**src/rtl/prescaled_stopwatch_timer_if.sv**
```systemverilog
// Control and status bundle for prescaled_stopwatch_timer; master drives the controls,
// slave (the timer) returns the registered count and status.
interface prescaled_stopwatch_timer_if #(
  parameter int WIDTH = 16
);
  logic             start;
  logic             stop;
  logic             clear;
  logic             mode;
  logic             auto_reload;
  logic [WIDTH-1:0] load_val;
  logic             lap;
  logic [WIDTH-1:0] time_out;
  logic [WIDTH-1:0] lap_out;
  logic             lap_valid;
  logic             running;
  logic             done;
  logic             overflow;

  modport master (
    output start, stop, clear, mode, auto_reload, load_val, lap,
    input  time_out, lap_out, lap_valid, running, done, overflow
  );

  modport slave (
    input  start, stop, clear, mode, auto_reload, load_val, lap,
    output time_out, lap_out, lap_valid, running, done, overflow
  );
endinterface

```
**src/rtl/prescaled_stopwatch_timer.sv**
```systemverilog
// Stopwatch / countdown timer with clock prescaler, pause/resume, lap capture,
// auto-reload countdown and sticky stopwatch overflow. All outputs registered.
module prescaled_stopwatch_timer #(
  parameter int WIDTH    = 16,
  parameter int PRESCALE = 1000
) (
  input  logic                          clk,
  input  logic                          reset_n,
  prescaled_stopwatch_timer_if.slave    tmr
);

  localparam int              PW       = (PRESCALE > 1) ? $clog2(PRESCALE) : 1;
  localparam logic [PW-1:0]   PRE_LAST = PW'(PRESCALE - 1);
  localparam logic [WIDTH-1:0] ONE     = WIDTH'(1);

  typedef enum logic [1:0] {
    S_IDLE,
    S_RUN,
    S_PAUSE,
    S_DONE
  } state_t;

  state_t           state_q;
  logic [WIDTH-1:0] time_q;
  logic [WIDTH-1:0] lap_q;
  logic [WIDTH-1:0] reload_q;
  logic [PW-1:0]    pre_q;
  logic             mode_q;
  logic             autorl_q;
  logic             lap_valid_q;
  logic             running_q;
  logic             done_q;
  logic             ovf_q;

  always_ff @(posedge clk or negedge reset_n) begin
    if (!reset_n) begin
      state_q     <= S_IDLE;
      time_q      <= '0;
      lap_q       <= '0;
      reload_q    <= '0;
      pre_q       <= '0;
      mode_q      <= 1'b0;
      autorl_q    <= 1'b0;
      lap_valid_q <= 1'b0;
      running_q   <= 1'b0;
      done_q      <= 1'b0;
      ovf_q       <= 1'b0;
    end else begin
      lap_valid_q <= 1'b0;
      done_q      <= 1'b0;
      if (tmr.clear) begin
        state_q   <= S_IDLE;
        time_q    <= '0;
        pre_q     <= '0;
        ovf_q     <= 1'b0;
        running_q <= 1'b0;
      end else begin
        // Lap captures the count as it stands before this cycle's update.
        if (tmr.lap && (state_q == S_RUN || state_q == S_PAUSE)) begin
          lap_q       <= time_q;
          lap_valid_q <= 1'b1;
        end
        case (state_q)
          S_IDLE, S_DONE: begin
            if (tmr.start) begin
              mode_q   <= tmr.mode;
              autorl_q <= tmr.auto_reload;
              reload_q <= tmr.load_val;
              pre_q    <= '0;
              if (tmr.mode && tmr.load_val == '0) begin
                state_q   <= S_DONE;
                time_q    <= '0;
                done_q    <= 1'b1;
                running_q <= 1'b0;
              end else begin
                state_q   <= S_RUN;
                time_q    <= tmr.mode ? tmr.load_val : '0;
                running_q <= 1'b1;
              end
            end
          end
          S_RUN: begin
            if (tmr.stop) begin
              state_q   <= S_PAUSE;
              running_q <= 1'b0;
            end else if (pre_q == PRE_LAST) begin
              pre_q <= '0;
              if (!mode_q) begin
                if (&time_q) ovf_q  <= 1'b1;
                else         time_q <= time_q + ONE;
              end else if (time_q > ONE) begin
                time_q <= time_q - ONE;
              end else begin
                done_q <= 1'b1;
                if (autorl_q) begin
                  time_q <= reload_q;
                end else begin
                  time_q    <= '0;
                  state_q   <= S_DONE;
                  running_q <= 1'b0;
                end
              end
            end else begin
              pre_q <= pre_q + 1'b1;
            end
          end
          S_PAUSE: begin
            // Resume keeps the held prescaler phase; start+stop together stays paused.
            if (tmr.start && !tmr.stop) begin
              state_q   <= S_RUN;
              running_q <= 1'b1;
            end
          end
          default: state_q <= S_IDLE;
        endcase
      end
    end
  end

  assign tmr.time_out  = time_q;
  assign tmr.lap_out   = lap_q;
  assign tmr.lap_valid = lap_valid_q;
  assign tmr.running   = running_q;
  assign tmr.done      = done_q;
  assign tmr.overflow  = ovf_q;

endmodule

```
**src/flat_wrapper.sv**
```systemverilog
// flat-port wrapper written by rule: the top's interface ports become plain ports
module prescaled_stopwatch_timer_flat 
#(
  parameter int WIDTH    = 16,
  parameter int PRESCALE = 1000
)
  (clk, reset_n, tmr_start, tmr_stop, tmr_clear, tmr_mode, tmr_auto_reload, tmr_load_val, tmr_lap, tmr_time_out, tmr_lap_out, tmr_lap_valid, tmr_running, tmr_done, tmr_overflow);
  prescaled_stopwatch_timer_if #(.WIDTH(WIDTH)) tmr_i ();
  input  logic clk;
  input  logic reset_n;
  input wire logic [$bits(tmr_i.start)-1:0] tmr_start;
  input wire logic [$bits(tmr_i.stop)-1:0] tmr_stop;
  input wire logic [$bits(tmr_i.clear)-1:0] tmr_clear;
  input wire logic [$bits(tmr_i.mode)-1:0] tmr_mode;
  input wire logic [$bits(tmr_i.auto_reload)-1:0] tmr_auto_reload;
  input wire logic [$bits(tmr_i.load_val)-1:0] tmr_load_val;
  input wire logic [$bits(tmr_i.lap)-1:0] tmr_lap;
  output wire logic [$bits(tmr_i.time_out)-1:0] tmr_time_out;
  output wire logic [$bits(tmr_i.lap_out)-1:0] tmr_lap_out;
  output wire logic [$bits(tmr_i.lap_valid)-1:0] tmr_lap_valid;
  output wire logic [$bits(tmr_i.running)-1:0] tmr_running;
  output wire logic [$bits(tmr_i.done)-1:0] tmr_done;
  output wire logic [$bits(tmr_i.overflow)-1:0] tmr_overflow;
  assign tmr_i.start = tmr_start;
  assign tmr_i.stop = tmr_stop;
  assign tmr_i.clear = tmr_clear;
  assign tmr_i.mode = tmr_mode;
  assign tmr_i.auto_reload = tmr_auto_reload;
  assign tmr_i.load_val = tmr_load_val;
  assign tmr_i.lap = tmr_lap;
  assign tmr_time_out = tmr_i.time_out;
  assign tmr_lap_out = tmr_i.lap_out;
  assign tmr_lap_valid = tmr_i.lap_valid;
  assign tmr_running = tmr_i.running;
  assign tmr_done = tmr_i.done;
  assign tmr_overflow = tmr_i.overflow;
  prescaled_stopwatch_timer #(.WIDTH(WIDTH), .PRESCALE(PRESCALE)) u_core (.clk(clk), .reset_n(reset_n), .tmr(tmr_i));
endmodule
```
**config.mk**
```make
export PLATFORM = sky130hd
export DESIGN_NAME = prescaled_stopwatch_timer_flat
export DESIGN_NICKNAME = d
export VERILOG_FILES = /design/src/rtl/prescaled_stopwatch_timer_if.sv /design/src/rtl/prescaled_stopwatch_timer.sv /design/src/flat_wrapper.sv
export SDC_FILE = /design/constraint.sdc
export NUM_CORES = 1
export LEC_CHECK = 0
export ABC_AREA = 0
export BUFFER_PORTS_ARGS = -buffer_cell sky130_fd_sc_hd__buf_2
export CAP_MARGIN = 30
export CORE_ASPECT_RATIO = 1.1
export CORE_UTILIZATION = 50
export DETAILED_ROUTE_END_ITERATION = 10
export GPL_TIMING_DRIVEN = 1
export PLACE_DENSITY = 0.71
export SETUP_SLACK_MARGIN = 0.3
export SLEW_MARGIN = 20
export SYNTH_ARGS = -nofsm -noshare
export SYNTH_HDL_FRONTEND = slang
export SYNTH_SLANG_ARGS = --single-unit
```
**constraint.sdc**
```tcl
create_clock -name clk -period 2.23 [get_ports clk]
set_clock_uncertainty 0.05 [all_clocks]
set_input_delay 0.446 -clock clk [delete_from_list [all_inputs] [get_ports clk]]
set_output_delay 0.446 -clock clk [all_outputs]
set_load 0.01 [all_outputs]
```
# Word-level counts from Yosys, hierarchy flattened
# Index checks and enable logic that the tools add are counted.
# W data, S select, Z words.
# word_totals
regBits	66
in_bits	24
wordCells	102
# op_classes
eq_ne	15
reduce_logical	19
n_bitwise	1
addsub	3
mux	52
magnitude_cmp	1
# op_table
op	count
$mux W16	10
$mux W10	4
$pmux W16 S2	1
$mux W1	24
$pmux W10 S2	1
$mux W2	9
$add A16 B1 Y16 const B	1
$gt A16 B1 Y1 const B	1
$logic_not A16 Y1	1
$reduce_and A16 Y1	1
$sub A16 B1 Y16 const B	1
$ne A3 B3 Y1 const B	4
$ne A4 B4 Y1 const B	3
$add A10 B1 Y10 const B	1
$eq A10 B10 Y1 const B	1
$reduce_and A5 Y1	2
$ne A4 B3 Y1 const B	2
$pmux W2 S3	1
$reduce_and A3 Y1	2
$reduce_and A6 Y1	1
$reduce_bool A2 Y1	3
$eq A2 B2 Y1 const B	2
$logic_and A1 B1 Y1	3
$pmux W1 S3	1
11 further kinds	11

# Longest topological paths before layout
# Gate-level depths: netlist (run 1).
# depth
ltp_word	7
ltp_mapped	10
ltp_nobuf	8

# Least setup slack after synthesis (run 1)
# OpenSTA, ideal clock, no wires.
# synth_path
kind	reg2reg
startpoint	reg u_core.time_q[10], in the netlist u_core.tmr.time_out[10]
endpoint	reg u_core.state_q[1]
required_ps	2052
path_slack_ps	-197
synth_period_minus_slack_ps	2427
setup_ps	128
path_stages_with_launch	9
n_path_buf	2
arrival_time_ps	2250
cell_sequence	dfrtp_1 > buf_6 > or4_4 > nor4b_4 > and2_1 > buf_6 > nand4b_4 > a21oi_4 > mux2_1
# synth_via
elab_chain_cells	3
# synth_rtl
item	line_no	source
start, declared	prescaled_stopwatch_timer.sv:24	logic [WIDTH-1:0] time_q;
start signal, assigned	prescaled_stopwatch_timer.sv:77	time_q <= tmr.mode ? tmr.load_val : '0;
start signal, assigned	prescaled_stopwatch_timer.sv:90	else time_q <= time_q + ONE;
start signal, assigned	prescaled_stopwatch_timer.sv:92	time_q <= time_q - ONE;
$gt A16 B1 Y1	prescaled_stopwatch_timer.sv:91	end else if (time_q > ONE) begin
$ne A4 B4 Y1 (no line)	-	
$reduce_and A6 Y1 (no line)	-	
end signal, assigned	prescaled_stopwatch_timer.sv:84	state_q <= S_PAUSE;
end signal, assigned	prescaled_stopwatch_timer.sv:99	state_q <= S_DONE;
end signal, assigned	prescaled_stopwatch_timer.sv:110	state_q <= S_RUN;
end, declared	prescaled_stopwatch_timer.sv:23	state_t state_q;
# No other way between the ends.
# A chain may end at the register's enable or synchronous reset.

# Worst setup path after layout (run 1)
# layout_path
startpoint	reg u_core.time_q[10], in the netlist u_core.tmr.time_out[10]
endpoint	reg u_core.time_q[13], in the netlist u_core.tmr.time_out[13]
# layout_via
elab_chain_cells	7
elab_cells_between_ends	13
classes_between	2 x add/sub; 1 x order compare; 1 x eq/ne; 7 x mux; 2 x reduce/logical
# layout_rtl
item	line_no	source
$add A16 B1 Y16 (tied with other cells)	prescaled_stopwatch_timer.sv:90	
$mux W16, on equally long branches	prescaled_stopwatch_timer.sv:89, prescaled_stopwatch_timer.sv:91	
$mux W16	prescaled_stopwatch_timer.sv:88	if (!mode_q) begin
$mux W16	prescaled_stopwatch_timer.sv:86	end else if (pre_q == PRE_LAST) begin
$mux W16	prescaled_stopwatch_timer.sv:83	if (tmr.stop) begin
$pmux W16 S2	prescaled_stopwatch_timer.sv:63	case (state_q)
$mux W16	prescaled_stopwatch_timer.sv:51	if (tmr.clear) begin
# Parallel ways exist; a longest one is shown, timed or not. The select of a mux whose other input is x is not followed.

==> results of run 1 <==
[stage by stage]
stage | util (%) | total power [mW] | cell area [um^2] | setup slack, ns
floorplan | - | 4.315 | 4116 | -0.1706
global placement | 63.65 | 5.669 | 4836 | -0.1531
detailed placement | 63.65 | 5.743 | 4836 | -0.1711
CTS | 70.77 | 7.199 | 5376 | 0.02800
global route | 75.72 | 8.185 | 5753 | -0.08420
finish | 75.72 | 7.795 | 5753 | -0.01948
[layer usage]
layer | share of wire, % | up-vias
met3 | 7.9 | 39
met4 | 3.1 | 0
met2 | 47 | 235
met1 | 42 | 1944
li1 | - | 1789
met5 | 0 | -
[how the worst max path moves through the flow]
stage	start	end	slack, ns	depth (start not counted)
after floorplan	u_core.tmr.time_out[10]$_DFFE_PN0P_	u_core.state_q[1]$_DFFE_PN0P_	-0.17	8
after global placement	u_core.tmr.time_out[10]$_DFFE_PN0P_	u_core.tmr.time_out[7]$_DFFE_PN0P_	-0.15	7
after detailed placement	u_core.tmr.time_out[10]$_DFFE_PN0P_	u_core.tmr.time_out[7]$_DFFE_PN0P_	-0.17	7
after CTS	u_core.tmr.time_out[10]$_DFFE_PN0P_	u_core.tmr.running$_DFFE_PN0P_	0.03	6
after global routing	u_core.tmr.time_out[10]$_DFFE_PN0P_	u_core.tmr.time_out[13]$_DFFE_PN0P_	-0.08	7
final	u_core.tmr.time_out[10]$_DFFE_PN0P_	u_core.tmr.time_out[13]$_DFFE_PN0P_	-0.02	7
[worst register-to-register path, cell delays in order (launching register included)]
cell and delay, ns:
dfrtp_1 0.38, or4_4 0.56, nor4b_4 0.25, and2_4 0.26, buf_6 0.14, a31oi_4 0.07, a221o_1 0.32, a21oi_1 0.15
[power groups by stage]
stage / sequential (mW) / clock, mW / combinational (mW)
CTS: 2.10 / 0.963 / 4.14
detailed placement: 2.11 / 0 / 3.64
floorplan: 2.08 / 0 / 2.23
finish: 2.15 / 0.943 / 4.70
global route: 2.19 / 1.01 / 4.99
global placement: 2.07 / 0 / 3.59
[cells by family after synthesis]
logic type	share of synthesized area [%]
multiplexers	10.68
XOR/XNOR	5.044
AND/OR/NAND/NOR	19.49
AO/OA/AOI/OAI	16.29
adder cells (fa/ha/maj)	1.880
flip-flops	41.35
buffers and inverters	5.263
[area by class of cell]
type / count / area [um^2] / area share [%]
inverters: 8 / 30.03 / 0.5220
well taps: 105 / 131.4 / 2.284
repair buffers: 156 / 1120 / 19.46
clock buffers: 14 / 172.7 / 3.001
clock inverters: 2 / 10.01 / 0.1740
flip-flops and latches: 66 / 1655 / 28.77
multi-input cells: 305 / 2634 / 45.78
[flip-flops by register name, summed over array words and instances (netlist names)]
register / cells
u_core.tmr.time_out: 16
u_core.reload_q: 16
u_core.tmr.lap_out: 16
u_core.mode_q: 1
u_core.tmr.done: 1
u_core.pre_q: 10
u_core.tmr.running: 1
u_core.autorl_q: 1
u_core.tmr.lap_valid: 1
u_core.tmr.overflow: 1
u_core.state_q: 2
[cells in the final DEF, fill, tap and decap left out, drive strengths merged, types with 6 or more instances in the layout]
| master | instances |
|---|---|
| a21oi | 37 |
| buf | 156 |
| clkbuf | 14 |
| dfrtp | 66 |
| ha | 6 |
| inv | 8 |
| mux2 | 37 |
| nand2 | 26 |
| nand3 | 11 |
| nand4 | 10 |
| nor2 | 41 |
| nor3 | 14 |
| nor4 | 9 |
| o21ai | 10 |
| xnor2 | 8 |
| xor2 | 15 |
[repair_timing]
action / 4_1_cts / 5_1_grt
resized for setup: 49 / 60
buffers inserted: 19 / 12
pin swaps: 25 / 29
cloned: 1 / 0
hold buffers: 0 / 0
setup endpoints to repair: 38 / 45
==> summary.md, run 1 <==
| Metric | Value |
|---|---|
| Initial antenna violation count | 0 |
| Final setup viols | 5 |
| Period utilisation layout | 100.9% |
| CTS Buf Count | 9 |
| CTS root buffer | clkbuf_8 |
| First-pass GRT wire length | around 19 mm |
| Non-filler cells, final | 656 |
| Reg2reg start | u_core.tmr.time_out[10]$_DFFE_PN0P_ |
| Mapped Area | roughly 4000 um^2 |
| Die area | between 8000 and 9000 um^2 |
| Synthesized area per cell | between 9 and 10 um^2 |
| Hold slack | approximately 0.032 ns |
| WL per Instance | slightly below 20 um |
| Int Power | about 4.5 mW |
| Gr ovfl total | 0 |
| Yosys top cell area share | 41.35% |
| Clock share of power | between 10% and 20% |
| DP HPWL | between 8 and 9 mm |
| Vias in the first global route | 3787 |
| Placed cells | about 610 |
| Sequential share of power | between 20 and 30% |
| CP Data Required Time | roughly 2.5 ns |
| Least-Margin Pin Slew | slightly above 0.7 ns |
| Leak | about 2.6 nW |
| RSZ-0062 raised after global routing | yes |
| 1st-iter DRT viols | slightly above 400 |
| Layout cells sized above 1 | 51.36% |
| Core box area | between 7000 and 8000 um^2 |
| Vias per cell | between 6 and 7 |
| CP delay by family, top | simple AND/OR/NAND/NOR gates |
| Fin. max-slew vios | 0 |
| Post-synthesis sequential area ratio | 41.35% |
| Cell taking the most area after synthesis | dfrtp_1 |
| GR peak layer | met2 |
| Met1 GRT Util | between 40% and 50% |
| Fillers | approximately 530 |
| Commonest cells in the netlist | dfrtp_1, nor2_1, a21oi_1, mux2_2, nand2_1 |
| Sw power | 3.330 mW |
| CP bufs+invs | 1 |
| N_diodes | 0 |
| Final RePlAce weighted congestion | 0.9547 |
| Data arrival, critical path | roughly 2.5 ns |
| R2R depth | 7 |
| Sw frac | between 40% and 50% |
| Fraction of registers with async set/reset | 100.0% |
| MaxCap Viol Count | 0 |
| Total number of vias | between 4000 and 5000 |
| Clock sink count | 66 |
| Max incr delay on CP | between 0.5 and 0.6 ns |
| GRT Total Usage | 30.23% |
| EDFF count, synth | 0 |
| Met3 global-route usage | between 5 and 6% |
| HP Class | primary input to asynchronous set/reset pin |
| Worst vdd ir | just over 0.0009 V |
| Synth Register Bits | 66 |
| Max Fclk | approximately 440 MHz |
| Reg2reg end | u_core.tmr.time_out[13]$_DFFE_PN0P_ |
| Chip width | about 87 um |
| Pre-Repair DR Iteration Count | 6 |
| Top_reg_cell synth | dfrtp_1 |
| Largest net degree at the start of global routing | 24 |
| Clk slew on worst S/H paths | approximately 0.070 ns |
| Residual DRC | 0 |
| Total number of yosys warnings | 0 |
| Largest cells by area after synthesis | dfrtp_1, mux2_2, a21oi_1 |
| Relative slew margins | between 50% and 60% |
| Crit end category | flop |
| Startpoint types | flop |
| Crit path max-delay cell type | or4_4 |
| CP Max Fanout | 6 |
| Comb power frac | between 60% and 70% |
| R2R setup slack | -0.02 ns |
| H-tree level count | 3 |
| Critical path class | flop to flop |
| Critical-path cell list | or4_4 -> nor4b_4 -> and2_4 -> buf_6 -> a31oi_4 -> a221o_1 -> a21oi_1 |
| Status | complete, but fails checks |
| Port buffer count | 59 |
| Final WL | about 13 mm |
| Final nets | between 500 and 600 |
| Final WS setup | -0.01948 ns |
| Setup_tns | -0.04534 ns |
| Top Ports | 60 |
| Distinct cells, synth | 62 |
| Clk_lat worst skew | roughly 0.35 ns |
| Final hold vios | 0 |
| Num rows | 33 |
| Starting Density | between 50% and 60% |
| Failing checks | setup timing |
| Die height | approximately 96 um |
| DRT antenna net count | 0 |
| Syn_nets | roughly 440 |
| Area grow syn2layout | 44.05% |
| Cell with the most instances after synthesis | dfrtp_1 |
| CTS tree | yes |
| Power per cell area | 1355 nW/um^2 |
| Post-Synthesis Cells | around 410 |
| GRT met2 Usage | between 40% and 50% |
| Fin crit period | 2.249 ns |
| Clk buf depth | 2 |
Note: power is estimated with default switching activity, not from simulation.
==> run 2, diff against run 1 <==
Settings changed: PLACE_DENSITY 0.71 to 0.68.
Clock period 2.23 ns to 2.3 ns, I/O delays scaled along.
==> summary.md, run 2 (synthesis results as in run 1) <==
| Metric | Value |
|---|---|
| Status | completed |
| Gr ovfl total | 0 (unchanged) |
| RSZ-0062 raised after global routing | yes |
| Met3 global-route usage | 5.060% (-0.34 points) |
| Port buffer count | 59 (unchanged) |
| Total number of vias | 3710 (-7.4%) |
| WL per Instance | 18.51 um (-4.0%) |
| Dpl cell area | 4803 um^2 (-0.67%) |
| First-pass GRT wire length | 18.63 mm (-1.9%) |
| Final nets | 551 (-4.3%) |
| Clock sink count | 66 (unchanged) |
| Comb power frac | 56.6% (-3.7 points) |
| Sequential share of power | 28.7% (+1.1 points) |
| Final RePlAce weighted congestion | 0.9482 (-0.68%) |
| DRT antenna net count | 0 (unchanged) |
| Fin crit period | 2.275 ns (+0.02595 ns) |
| Total power | 6.990 mW (-10%) |
| Sw power | 2.900 mW (-13%) |
| Leak | 2.402 nW (-6.9%) |
| Clk buf depth | 2 (unchanged) |
| DP HPWL | 8.146 mm (-3.2%) |
| Critical path class | flop to flop |
| Area grow syn2layout | 33.46% |
| Die height | 95.74 um (unchanged) |
| Worst vdd ir | 0.0007580 V (-18%) |
| Power per cell area | 1311 nW/um^2 (-3.2%) |
| Relative slew margins | 74.91% (+22 points) |
| 1st-iter DRT viols | 342 (-16%) |
| Most common cell after layout, fill and taps aside | buf_4 |
| MaxCap Viol Count | 0 (unchanged) |
| R2R setup slack | 0.02 ns (+0.04 ns) |
| Met1 GRT Util | 42.34% (+2.3 points) |
| Chip width | 87.22 um (unchanged) |
| Hold slack | 0.07303 ns (+0.04058 ns) |
| Clock share of power | 14.8% (+2.7 points) |
| Period utilisation layout | 98.93% (-1.9 points) |
| Initial antenna violation count | 0 (unchanged) |
| Residual DRC | 0 (unchanged) |
| CTS Buf Count | 9 (unchanged) |
| Max Fclk | 439.5 MHz (-1.1%) |
| GRT met2 Usage | 47.51% (-1.2 points) |
| CTS tree | yes |
| Post-CTS Hold Buffers | 0 (unchanged) |
| Least-Margin Pin Slew | 0.3747 ns (-0.3391 ns) |
| Starting Density | 52.57% (unchanged) |
| Startpoint types | flop |
| Crit end category | flop |
| CTS root buffer | clkbuf_8 |
| Final hold vios | 0 (unchanged) |
| Num rows | 33 (unchanged) |
| Finished Cell Area | 5330 um^2 (-7.4%) |
| HP Class | primary input to asynchronous set/reset pin |
| Final setup viols | 0 (-5) |
| CP Max Fanout | 3 (-3) |
| Clk slew on worst S/H paths | 0.07 ns (about the same) |
| Pre-Repair DR Iteration Count | 5 (-1) |
| Int Power | 4.090 mW (-8.4%) |
| N_diodes | 0 (unchanged) |
| R2R depth | 7 (unchanged) |
| Sw frac | 41.49% (-1.2 points) |
| CP Data Required Time | 2.48 ns (+0.03 ns) |
| Vias in the first global route | 3626 (-4.3%) |
| GRT Total Usage | 29.77% (-0.46 points) |
| Layout cells sized above 1 | 44.11% (-7.3 points) |
| Clk_lat worst skew | 0.34 ns (about the same) |
| Die area | 8350 um^2 (unchanged) |
| Top Ports | 60 (unchanged) |
| Final WL | 11.68 mm (-7.6%) |
| Data arrival, critical path | 2.45 ns (-0.02 ns) |
| GR peak layer | met2 |
| Fin. max-slew vios | 0 (unchanged) |
| H-tree level count | 3 (unchanged) |
| Most frequent cells in the layout | buf_4, dfrtp_1, buf_2 |
| Core box area | 7597 um^2 (unchanged) |
| Vias per cell | 5.880 (-3.7%) |
| Largest net degree at the start of global routing | 67 (+180%) |
==> run 2: worst max-delay path, stage by stage, from the launching register on <==
cell      delay, ns
dfrtp_1        0.37
or4_4          0.55
nor4b_4        0.26
and2_4         0.21
buf_6          0.11
nand4b_4       0.10
a21oi_4        0.19
mux2_4         0.32
==> run 2: per-layer routing <==
metal	share of wire [%]	wire [um]
met5	0	0
met3	5.4	636
met2	47	5448
met4	1.5	176
met1	46	5418
==> run 2: through the flow <==
step	instances	util [%]	setup TNS (ns)	worst slack (ns)
global placement	602	63.22	0	0.02097
global route	631	70.16	-0.2835	-0.05201
finish	631	70.16	0	0.02457
floorplan	412	-	-0.2880	-0.1006
detailed placement	602	63.22	0	0.007711
CTS	631	69.45	0	0.03507
==> run 2: power groups by stage <==
stage / logic [mW] / clock network [mW] / registers (mW)
5_1_grt: 4.26 / 1.09 / 2.05
6_report: 3.95 / 1.03 / 2.00
2_1_floorplan: 2.16 / 0 / 2.02
4_1_cts: 3.83 / 1.05 / 1.98
3_3_place_gp: 3.50 / 0 / 1.96
3_5_place_dp: 3.51 / 0 / 1.99
==> run 2: final timing paths <==
| kind | startpoint | end |
|---|---|---|
| min reg2reg | u_core.tmr.lap_out[8]$_DFFE_PN0P_ | u_core.tmr.lap_out[8]$_DFFE_PN0P_ |
| min in group clk | tmr_auto_reload | u_core.autorl_q$_DFFE_PN0P_ |
| max reg2reg | u_core.tmr.time_out[10]$_DFFE_PN0P_ | u_core.state_q[1]$_DFFE_PN0P_ |
| min | reset_n | u_core.tmr.lap_out[13]$_DFFE_PN0P_ |
| max | u_core.tmr.time_out[10]$_DFFE_PN0P_ | u_core.state_q[1]$_DFFE_PN0P_ |
| max in group asynchronous | reset_n | u_core.tmr.time_out[0]$_DFFE_PN0P_ |
==> run 2: cell type report <==
| type | instances | area (um^2) |
|---|---|---|
| repair buffers | 131 | 887.1 |
| fillers | 640 | 2267 |
| clock buffers | 14 | 172.7 |
| clock inverters | 2 | 35.03 |
| well taps | 105 | 131.4 |
| multi-input cells | 305 | 2419 |
| flip-flops and latches | 66 | 1655 |
| inverters | 8 | 30.03 |
==> run 2: repair_timing <==
item,in CTS,in global routing
gates cloned,1,0
pin swaps,15,0
setup buffers,12,0
setup endpoints to repair,25,30
gates resized for setup,37,13
==> run 3, diff against run 2 <==
Settings changed: MAX_ROUTING_LAYER set to met4.
==> summary.md, run 3 (synthesis results as in run 1) <==
| Metric | Value |
|---|---|
| Reg2reg end | u_core.tmr.time_out[4]$_DFFE_PN0P_ |
| Power per cell area | 1316 nW/um^2 (+0.38%) |
| Leak | 2.533 nW (+5.5%) |
| Max incr delay on CP | 0.55 ns (about the same) |
| MaxCap Viol Count | 0 (unchanged) |
| R2R depth | 7 (unchanged) |
| Sw frac | 42.17% (+0.68 points) |
| Clock share of power | 13.3% (-1.5 points) |
| Pre-Repair DR Iteration Count | 5 (unchanged) |
| Final RePlAce weighted congestion | 0.9570 (+0.93%) |
| Final WS setup | -0.0007720 ns (-0.02534 ns) |
| Worst Hold End | u_core.autorl_q$_DFFE_PN0P_ |
| Final WL | 12.69 mm (+8.6%) |
| CTS tree | yes |
| Die height | 95.74 um (unchanged) |
| Core box area | 7597 um^2 (unchanged) |
| Area grow syn2layout | 42.45% |
| Dpl cell area | 4836 um^2 (+0.68%) |
| Largest net degree at the start of global routing | 33 (-51%) |
| Startpoint types | flop |
| Final setup viols | 1 (+1) |
| Layout cells sized above 1 | 50.92% (+6.8 points) |
| Vias per cell | 6.034 (+2.6%) |
| Failing checks | setup timing |
| Sequential share of power | 26.8% (-1.9 points) |
| Finished Cell Area | 5689 um^2 (+6.7%) |
| Clock sink count | 66 (unchanged) |
| RSZ-0062 raised after global routing | yes |
| Fillers | 560 (-13%) |
| Total number of vias | 3928 (+5.9%) |
| N_diodes | 0 (unchanged) |
| Top Ports | 60 (unchanged) |
| Least-Margin Pin Slew | 0.4547 ns (+0.08008 ns) |
| Fin crit period | 2.301 ns (+0.02534 ns) |
| Reg2reg start | u_core.tmr.time_out[11]$_DFFE_PN0P_ |
| CTS Buf Count | 9 (unchanged) |
| Starting Density | 52.57% (unchanged) |
| Clk buf depth | 2 (unchanged) |
| Clk slew on worst S/H paths | 0.07 ns (about the same) |
| Die area | 8350 um^2 (unchanged) |
| Comb power frac | 59.9% (+3.3 points) |
| CP Max Fanout | 5 (+2) |
| Final hold vios | 0 (unchanged) |
| GRT Total Usage | 31.41% (+1.6 points) |
| Placed cells | 608 (+1.0%) |
| Crit end category | flop |
| Hold Crit Depth | 2 |
| Critical path class | flop to flop |
| Num rows | 33 (unchanged) |
| CTS root buffer | clkbuf_8 |
| Chip width | 87.22 um (unchanged) |
| WL per Instance | 19.49 um (+5.3%) |
| Sw power | 3.158 mW (+8.9%) |
| Vias in the first global route | 3661 (+0.97%) |
| Final nets | 573 (+4.0%) |
| Gr ovfl total | 0 (unchanged) |
| Data arrival, critical path | 2.50 ns (+0.05 ns) |
| Most common cell after layout, fill and taps aside | buf_4 |
| Max Fclk | 434.6 MHz (-1.1%) |
| Port buffer count | 59 (unchanged) |
| Most frequent cells in the layout | buf_4, dfrtp_1, buf_2 |
| CP Data Required Time | 2.50 ns (+0.02 ns) |
| Critical-path cell list | or4_4 -> nor4b_4 -> and2_4 -> buf_2 -> nor2_2 -> o31a_1 -> o22a_1 |
| Fin. max-slew vios | 0 (unchanged) |
| H-tree level count | 3 (unchanged) |
| Crit path max-delay cell type | or4_4 |
| DP HPWL | 8.444 mm (+3.7%) |
| Clk_lat worst skew | 0.36 ns (+0.02 ns) |
| 1st-iter DRT viols | 438 (+28%) |
| Period utilisation layout | 100.0% (+1.1 points) |
| Non-filler cells, final | 651 (+3.2%) |
| Residual DRC | 0 (unchanged) |
| Final core occ | 74.88% (+4.7 points) |
| Initial antenna violation count | 0 (unchanged) |
| DRT antenna net count | 0 (unchanged) |
| Worst vdd ir | 0.0007392 V (-2.5%) |
| R2R setup slack | -0.0008 ns (-0.03 ns) |
| First-pass GRT wire length | 19.06 mm (+2.3%) |
| Relative slew margins | 69.58% (-5.3 points) |
| Status | complete, but fails checks |
| HP Class | primary input to flop |
| Int Power | 4.331 mW (+5.9%) |
| Hold path start | tmr_auto_reload |
## run 3: changes by cell type in the layout (fill, tap and decap cells not counted), moves of 3 or more
cell     delta
a21oi_1     -3
buf_4       +6
buf_6      +15
nor2_1      -5
nor2_4      +3
nor3_1      -4
nor3_2      +3
## run 3: worst max-delay path: cells and delay by family, from the launching register on
family / cells / cell delay (ns)
AND/OR/NAND/NOR: 4 / 1.15
buffers and inverters: 1 / 0.19
AO/OA/AOI/OAI: 2 / 0.40
flip-flops: 1 / 0.40
## run 3: final cells by class
cell class / count / area (um^2) / area share [%]
repair buffers: 153 / 1096 / 19.27
clock inverters: 2 / 37.54 / 0.6598
multi-input cells: 305 / 2582 / 45.39
flip-flops and latches: 66 / 1657 / 29.12
clock buffers: 12 / 155.1 / 2.727
inverters: 8 / 30.03 / 0.5278
well taps: 105 / 131.4 / 2.309
## run 3: routing by layer
| layer | wire (um) | track usage [%] |
|---|---|---|
| met5 | 0 | - |
| met4 | 302 | 9.973 |
| met3 | 972 | 6.261 |
| met2 | 6060 | 47.51 |
| met1 | 5352 | 42.60 |
## run 3: what timing repair did
item | in CTS | in global routing
hold endpoints to repair | 9 | 0
pin swaps | 23 | 22
setup buffers | 14 | 13
hold buffers | 1 | 0
gates cloned | 1 | 0
setup endpoints to repair | 24 | 25
resized for setup | 41 | 60
## run 3: power groups by stage
stage	logic (mW)	registers, mW	clock network (mW)
2_1_floorplan	2.16	2.02	0
3_3_place_gp	3.51	1.97	0
3_5_place_dp	3.54	2.00	0
4_1_cts	3.84	1.97	1.00
5_1_grt	4.81	2.05	1.08
6_report	4.48	2.01	0.998
## run 3: worst max-delay path by stage
stage / startpoint / endpoint
floorplan: u_core.tmr.time_out[10]$_DFFE_PN0P_ / u_core.state_q[1]$_DFFE_PN0P_
detailed placement: u_core.tmr.time_out[10]$_DFFE_PN0P_ / u_core.tmr.time_out[7]$_DFFE_PN0P_
global route: u_core.tmr.time_out[10]$_DFFE_PN0P_ / u_core.tmr.running$_DFFE_PN0P_
CTS: u_core.tmr.time_out[10]$_DFFE_PN0P_ / u_core.tmr.running$_DFFE_PN0P_
global placement: u_core.tmr.time_out[10]$_DFFE_PN0P_ / u_core.tmr.time_out[7]$_DFFE_PN0P_
finish: u_core.tmr.time_out[11]$_DFFE_PN0P_ / u_core.tmr.time_out[4]$_DFFE_PN0P_
## run 3: stage by stage
stage	setup WS, ns	hold slack, ns	total power, mW	TNS, ns
final	-0.0007720	0.2834	7.489	-0.0007720
after global routing	-0.03859	0.2681	7.947	-0.3216
after CTS	0.06673	0.2863	6.814	0
after detailed placement	-0.1322	0.3063	5.530	-0.6769
after global placement	-0.09486	0.3038	5.479	-0.3297
after floorplan	-0.1006	0.1144	4.178	-0.2880
